$ cat src/rtl/pic_in_service_ctrl.sv
// PIC in-service register and rotating priority resolver with nested-interrupt gating and EOI handling.
// Optional auto-EOI acknowledge mode is enabled by defining PIC_IN_SERVICE_AUTO_EOI_EN.
module pic_in_service_ctrl #(
  parameter int NUM_IRQ = 8,
  parameter int IDX_W   = 3
) (
  input  logic               clock,
  input  logic               reset,
  input  logic [NUM_IRQ-1:0] irr,
  input  logic               int_ack,
  input  logic               eoi_nonspecific,
  input  logic               eoi_specific,
  input  logic [IDX_W-1:0]   eoi_level,
  input  logic               rotate_on_eoi,
  input  logic               set_priority,
  input  logic [IDX_W-1:0]   priority_level,
`ifdef PIC_IN_SERVICE_AUTO_EOI_EN
  input  logic               auto_eoi,
`endif
  output logic [NUM_IRQ-1:0] isr,
  output logic               int_req,
  output logic [IDX_W-1:0]   int_vector,
  output logic               ack_valid,
  output logic [IDX_W-1:0]   ack_level,
  output logic               ack_spurious,
  output logic [IDX_W-1:0]   lowest_priority
);

  localparam logic [IDX_W:0]   NUM_W    = (IDX_W+1)'(NUM_IRQ);
  localparam logic [IDX_W-1:0] SPUR_LVL = IDX_W'(NUM_IRQ - 1);

  logic [NUM_IRQ-1:0] isr_q, isr_d;
  logic [IDX_W-1:0]   lp_q, lp_d;
  logic               ack_valid_q, ack_valid_d;
  logic [IDX_W-1:0]   ack_level_q, ack_level_d;
  logic               ack_spur_q, ack_spur_d;

  logic [NUM_IRQ-1:0] pend;
  logic [IDX_W:0]     lvl;
  logic               win_found, top_found;
  logic [IDX_W-1:0]   win_idx, top_idx;
  logic [IDX_W:0]     win_rank, top_rank;
  logic               clr_vld;
  logic [IDX_W-1:0]   clr_idx;

  // Walk levels in rank order starting just above lowest_priority; first hit is highest ranked.
  always_comb begin
    pend      = irr & ~isr_q;
    lvl       = '0;
    win_found = 1'b0;
    win_idx   = '0;
    win_rank  = '0;
    top_found = 1'b0;
    top_idx   = '0;
    top_rank  = '0;
    for (int i = 0; i < NUM_IRQ; i++) begin
      lvl = {1'b0, lp_q} + (IDX_W+1)'(i) + (IDX_W+1)'(1);
      if (lvl >= NUM_W) lvl = lvl - NUM_W;
      if (!win_found && pend[lvl[IDX_W-1:0]]) begin
        win_found = 1'b1;
        win_idx   = lvl[IDX_W-1:0];
        win_rank  = (IDX_W+1)'(i);
      end
      if (!top_found && isr_q[lvl[IDX_W-1:0]]) begin
        top_found = 1'b1;
        top_idx   = lvl[IDX_W-1:0];
        top_rank  = (IDX_W+1)'(i);
      end
    end
  end

  assign int_req    = win_found && (!top_found || (win_rank < top_rank));
  assign int_vector = int_req ? win_idx : '0;

  always_comb begin
    isr_d       = isr_q;
    lp_d        = lp_q;
    ack_valid_d = int_ack;
    ack_level_d = ack_level_q;
    ack_spur_d  = 1'b0;
    clr_vld     = 1'b0;
    clr_idx     = '0;

    if (eoi_specific) begin
      if ({1'b0, eoi_level} < NUM_W) begin
        clr_vld = 1'b1;
        clr_idx = eoi_level;
      end
    end else if (eoi_nonspecific && top_found) begin
      clr_vld = 1'b1;
      clr_idx = top_idx;
    end

    if (clr_vld) begin
      isr_d[clr_idx] = 1'b0;
      if (rotate_on_eoi) lp_d = clr_idx;
    end

    // Applied after the EOI clear so an ack on the same bit leaves it set.
    if (int_ack) begin
      if (int_req) begin
        ack_level_d = win_idx;
`ifdef PIC_IN_SERVICE_AUTO_EOI_EN
        if (auto_eoi) begin
          if (rotate_on_eoi) lp_d = win_idx;
        end else begin
          isr_d[win_idx] = 1'b1;
        end
`else
        isr_d[win_idx] = 1'b1;
`endif
      end else begin
        ack_spur_d  = 1'b1;
        ack_level_d = SPUR_LVL;
      end
    end

    if (set_priority && ({1'b0, priority_level} < NUM_W)) lp_d = priority_level;
  end

  always_ff @(posedge clock) begin
    if (reset) begin
      isr_q       <= '0;
      lp_q        <= SPUR_LVL;
      ack_valid_q <= 1'b0;
      ack_level_q <= '0;
      ack_spur_q  <= 1'b0;
    end else begin
      isr_q       <= isr_d;
      lp_q        <= lp_d;
      ack_valid_q <= ack_valid_d;
      ack_level_q <= ack_level_d;
      ack_spur_q  <= ack_spur_d;
    end
  end

  assign isr             = isr_q;
  assign lowest_priority = lp_q;
  assign ack_valid       = ack_valid_q;
  assign ack_level       = ack_level_q;
  assign ack_spurious    = ack_spur_q;

endmodule

$ cat config.mk
export PLATFORM = sky130hd
export DESIGN_NAME = pic_in_service_ctrl
export DESIGN_NICKNAME = d
export VERILOG_FILES = /design/src/rtl/pic_in_service_ctrl.sv
export SDC_FILE = /design/constraint.sdc
export NUM_CORES = 1
export LEC_CHECK = 0
export CORE_MARGIN = 2
export CORE_UTILIZATION = 32
export CTS_BUF_LIST = sky130_fd_sc_hd__clkbuf_2 sky130_fd_sc_hd__clkbuf_4 sky130_fd_sc_hd__clkbuf_8
export CTS_CLUSTER_SIZE = 16
export DETAILED_ROUTE_END_ITERATION = 16
export SLEW_MARGIN = 20
export SYNTH_ARGS = -nofsm -noshare
export SYNTH_HDL_FRONTEND = slang
export SYNTH_SLANG_ARGS = --single-unit
export TNS_END_PERCENT = 5
$ cat constraint.sdc
create_clock -name clock -period 6.14 [get_ports clock]
set_input_delay 1.228 -clock clock [delete_from_list [all_inputs] [get_ports clock]]
set_output_delay 1.228 -clock clock [all_outputs]
set_load 0.02 [all_outputs]
# After elaboration in Yosys (flattened, before gate mapping)
# Cells that the tools add are included.
# word_totals
wordCells,195
ff_bits,16
# classes
n_bitwise,6
reduce_logical,38
magnitude_cmp,21
addsub,22
mux,103
# ops
cell,n
3-bit 2-to-1 mux,31
1-bit binary-select mux with 3-bit select,16
4-bit 2-to-1 mux,12
"3-bit by 4-bit < comparator with 1-bit output, second input constant",10
1-bit 2-to-1 mux,39
"4-bit greater-or-equal comparator, second input constant",8
"4-bit by 1-bit adder with 4-bit output, second input constant",7
8-bit 2-to-1 mux,3
"3-bit by 1-bit subtractor with 3-bit output, second input constant",8
1-bit logical AND,18
"3-bit by 3-bit adder with 4-bit output, second input constant",4
8-bit bitwise AND,2
8-bit NOT,2
1-bit zero test,15
"3-bit by 2-bit adder with 4-bit output, second input constant",2
8-bit bitwise OR,1
1-bit demux with 3-bit select,2
"3-bit by 1-bit greater-or-equal comparator with 1-bit output, second input constant",2
"3-bit by 1-bit adder with 4-bit output, second input constant",1
4-bit < comparator,1
2-bit nonzero test,2
2-bit AND reduction,1
2-bit OR reduction,1
1-bit logical OR,1
1-bit NOT,1

# Depth between registers and ports, before layout
# depth
depth_word,40
depth_mapped,22
depth_no_buf,16

# Least setup slack after synthesis
# OpenSTA, ideal clock, no wires.
# synth_path
path_type,register to output
start,"register lp_q[1], in the netlist lowest_priority[1]"
end,output int_vector[0]
path_slack_ns,0.449
arrival_time_ns,4.463
path_stages_with_launch,23
cell_sequence,dfxtp_1 -> buf_2 -> buf_2 -> buf_2 -> inv_1 -> ha_1 -> buf_6 -> buf_6 -> nor3_1 -> a21oi_1 -> a211oi_1 -> o32ai_2 -> or3_1 -> buf_2 -> nor2_1 -> a21oi_1 -> ha_1 -> o21a_1 -> o21ai_1 -> o221ai_2 -> nor2_4 -> inv_1 -> nor2_1
# synth_via
elab_chain_len,31
elab_cells_between_ends,141
cone_classes,add/sub (22); order compare (9); mux (79); reduce/logical (31)
# synth_rtl
element,line_no,text
from (decl),33,"logic [IDX_W-1:0] lp_q, lp_d;"
from (signal assigned),130,lp_q <= lp_d;
branches (longest 29 deep; another with 3-bit by 1-bit adder with 4-bit output),n/a,
1-bit logical AND (*),72,assign int_req = win_found && (!top_found || (win_rank < top_rank));
named net int_req,21,"output logic int_req,"
3-bit 2-to-1 mux (*),73,assign int_vector = int_req ? win_idx : '0;
to (decl),22,"output logic [IDX_W-1:0] int_vector,"
# Mark *: on every way through the listed nets, which the timed path passes. The select of a mux whose other input is x is not followed.

# Worst setup path in the final report
# layout_path
start,input irr[2]
end,output int_vector[2]
# layout_via
elab_chain_len,29
elab_cells_between_ends,58
cone_classes,order compare (1); mux (40); bitwise (1); reduce/logical (16)
# layout_rtl
element,line_no,text
from (decl),9,"input logic [NUM_IRQ-1:0] irr,"
8-bit bitwise AND (*),48,pend = irr & ~isr_q;
1-bit binary-select mux with 3-bit select,59,if (!win_found && pend[lvl[IDX_W-1:0]]) begin
1-bit 2-to-1 mux (implied by the code),59,
1-bit 2-to-1 mux,59,
1-bit zero test,59,
1-bit logical AND,59,
1-bit 2-to-1 mux,59,
1-bit zero test,59,
[... 13 more ...],n/a,
1-bit 2-to-1 mux,59,
1-bit zero test,59,
1-bit logical AND,59,
4-bit 2-to-1 mux,59,
4-bit < comparator,72,
1-bit logical OR,72,
1-bit logical AND,72,
3-bit 2-to-1 mux (*),73,
# Every way passes the cells marked *; elsewhere a longest branch is shown, timed or not. The select of a mux whose other input is x is not followed.

==> results.toml <==
[global_route]
grt_use_met2_pct = 31.3
grt_pass1_vias = 3160
met1_usage_pct = 25.7
track_usage_pct = 18.9
grt_pass1_wl_um = 16900
gr-total-overflow = 0
use_met3_pct = 1.20
antenna_found_initial = 0
grt_max_degree = 42
top_usage_layer = "met2"

[sta]
slew_headroom_pct = 55.0
drv_slew = 0
post-route-period-util_pct = 92.0
max_freq_ghz = 0.177
hold_violations = 0
grt_setup_unrepaired = "no"
period_minus_slack_ns = 5.65
fin_skew_ns = 0.00205
setup_tns_ns = 0
final-setup-viol-count = 0
worstMarginPinSlew_ns = 0.674

[floorplanning]
die_h_um = 104
coreArea_mm2 = 0.00973
io_pins = 41
fp.dieW_um = 104
initial_core_util_pct = 32.7
rows = 36
fp.dieArea_mm2 = 0.0108

[detailed_routing]
drt_iter0_markers = 269
drtAntennaViolNets = 0
dr_total_vias = 3338
firstDrtPassIters = 5
vias_per_cell = 6.12
route.detailed.drc = 0
wirelength_um = 10500
wl_per_cell_um = 19.3

[pwr]
power.density_mw_per_mm2 = 463
clkPwrFrac_pct = 5.3
p_int_mw = 0.831
peakVddDrop_uv = 429
power_frac_comb_pct = 82.6
power.leakage_nw = 1.38
p_sw_mw = 0.933
power_mw = 1.76
pwr-share-seq_pct = 12.1
p_sw_share_pct = 52.9

[synth]
async_flop_share_pct = 0
synth_edf_count = 0
post_synth_num_cell_types = 79
synth_simple_gate_area_share_pct = 25.9
syn_area_per_cell_um2 = 8.47
synth_top_family_by_area = "multiplexers"
synth.top_cell.area_share_pct = 14.1
syn-num-nets = 402
ys_seq_elements = 16
yosysSeqAreaShare_pct = 10.1
yosys.area_share.xor_xnor_pct = 2.63
yosys_warnings = 0
syn-instance-count = 376
synthTopCellsByArea = "mux4_2, dfxtp_1, mux2i_1"
synth_mux_area_share_pct = 26.4
synth_flop_cell = "dfxtp_1"
synth_compound_area_share_pct = 25.9
synthAdderAreaFrac_pct = 1.96
syn_area_mm2 = 0.00318
synth_top_area_cell = "mux4_2"

[finish]
diodes = 0
fin_nets = 439
fin_area_mm2 = 0.00381
layout-drive-gt1-share_pct = 20.9
final_cells = 545
utilization_pct = 39.1
fillers = 1034
area_delta_synth_final_pct = 19.6

[place]
io_buffer_count = 40
hpwl_um = 7880
placed_area_mm2 = 0.00374
place.gp.congestion = 0.967
place_inst = 541

[clocking]
cts_resized = 0
cts_made_buffers = 3
h-tree-depth = 1
cts.sinks = 16
clockBufferDepth = 2
ctsHoldBuffers = 0
cts_root_buf = "clkbuf_8"
clk_latency_ns = 0.25
cts_tree = "yes"
cts_setup_buffers = 0
cts.reportedPaths.clkPinSlew_ns = 0.06

[critical_path]
path_class = "input pin to output port"
crit_arrival_ns = 4.42
cp-end-kind = "output port"
path_max_fanout = 5
r2r_cells = 18
required_ns = 4.91
start_kind = "input pin"

[outcome]
status = "finished clean"

[flow_run]
cap_violations = 0

[worst_hold_path]
hold_path_depth = 2
min_path_type = "register to register"
==> worst max-delay path, stage by stage <==
cell and delay, ns:
clkdlybuf4s50_1 0.52, nand2b_1 0.13, mux4_2 0.53, mux2i_2 0.25
o21ai_0 0.11, o22ai_1 0.15, nand3_1 0.14, o31ai_1 0.11
ha_1 0.28, o21a_1 0.17, o21ai_1 0.13, o221ai_2 0.14
nor2_4 0.12, inv_1 0.07, nor2_1 0.10, dlymetal6s2s_1 0.23
==> metrics by stage <==
stage               hold slack, ns  setup slack (ns)
detailed placement           0.482             0.154
CTS                          0.494             0.140
global placement             0.471             0.182
floorplan                    0.554             0.449
global route                 0.515             0.270
finish                       0.492             0.490
==> path summary, 6_finish.rpt <==
path                                                      start                        end  slack (ns)
worst max-delay path                                     irr[2]              int_vector[2]        0.49
worst min-delay path                  ack_level[0]$_SDFFE_PP0P_  ack_level[0]$_SDFFE_PP0P_        0.49
worst max register to register  lowest_priority[1]$_SDFFE_PP1P_          isr[5]$_SDFF_PP0_        1.60
worst min register to register        ack_level[0]$_SDFFE_PP0P_  ack_level[0]$_SDFFE_PP0P_        0.49
==> state kept, by name (all words and copies together) (netlist names) <==
register,flops
isr,8
ack_level,3
lowest_priority,3
ack_spurious,1
ack_valid,1
==> Yosys cell counts, types with 4 or more instances <==
master	number
a211oi_1	7
a21oi_1	11
buf_2	12
buf_4	6
buf_6	4
clkbuf_1	8
dfxtp_1	16
ha_1	5
inv_1	10
mux2_2	7
mux2i_1	23
mux2i_2	6
mux4_2	20
nand2_1	25
nand2b_1	17
nand3_1	11
nand4_1	5
nor2_1	35
nor2b_1	10
nor3_1	10
nor3b_1	6
o21ai_0	10
o22ai_1	8
o32ai_1	4
==> final cells by class <==
cell class              instances  area, µm²  area share [%]
clock buffers                   4       55.1            1.45
multi-input cells             318       2650            69.5
inverters                      12       45.0            1.18
flip-flops and latches         16        320            8.41
well taps                     133        166            4.37
repair buffers                 62        576            15.1
==> layer usage <==
layer	wire length, µm	share of wire (%)
met1	4600	44
met2	4880	46
met3	634	6.0
met4	385	3.7
met5	0	0
==> logic make-up (layout without fill, tap and decap cells) <==
family | after synthesis | count (layout)
buffers and inverters | 42 | 78
flip-flops | 16 | 16
multiplexers | 56 | 56
adder cells (fa/ha/maj) | 5 | 5
XOR/XNOR | 7 | 7
AND/OR/NAND/NOR | 148 | 148
AO/OA/AOI/OAI | 102 | 102
==> layout by cell type, fill, tap and decap left out, types with 4 or more instances in the layout <==
cell type / n
mux2_2: 7
a211oi_1: 7
mux2i_1: 23
inv_1: 10
mux2i_2: 6
nand4_1: 5
nor3b_1: 6
nand2_1: 25
a21oi_1: 11
nor2_1: 35
nand2b_1: 17
ha_1: 4
mux4_2: 20
o22ai_1: 8
nor3_1: 9
buf_4: 22
nand3_1: 11
clkdlybuf4s50_1: 36
clkbuf_8: 4
dfxtp_1: 16
o32ai_1: 4
o21ai_0: 10
nor2b_1: 10
dlymetal6s2s_1: 4
==> power by group through the flow <==
stage / logic (mW) / clock network, mW / registers, mW
6_report: 1.46 / 0.0939 / 0.213
5_1_grt: 1.57 / 0.101 / 0.218
4_1_cts: 1.45 / 0.0946 / 0.210
3_5_place_dp: 1.44 / 0 / 0.212
3_3_place_gp: 1.44 / 0 / 0.210
2_1_floorplan: 1.01 / 0 / 0.191
No activity file was read; power rests on OpenSTA's default activity.
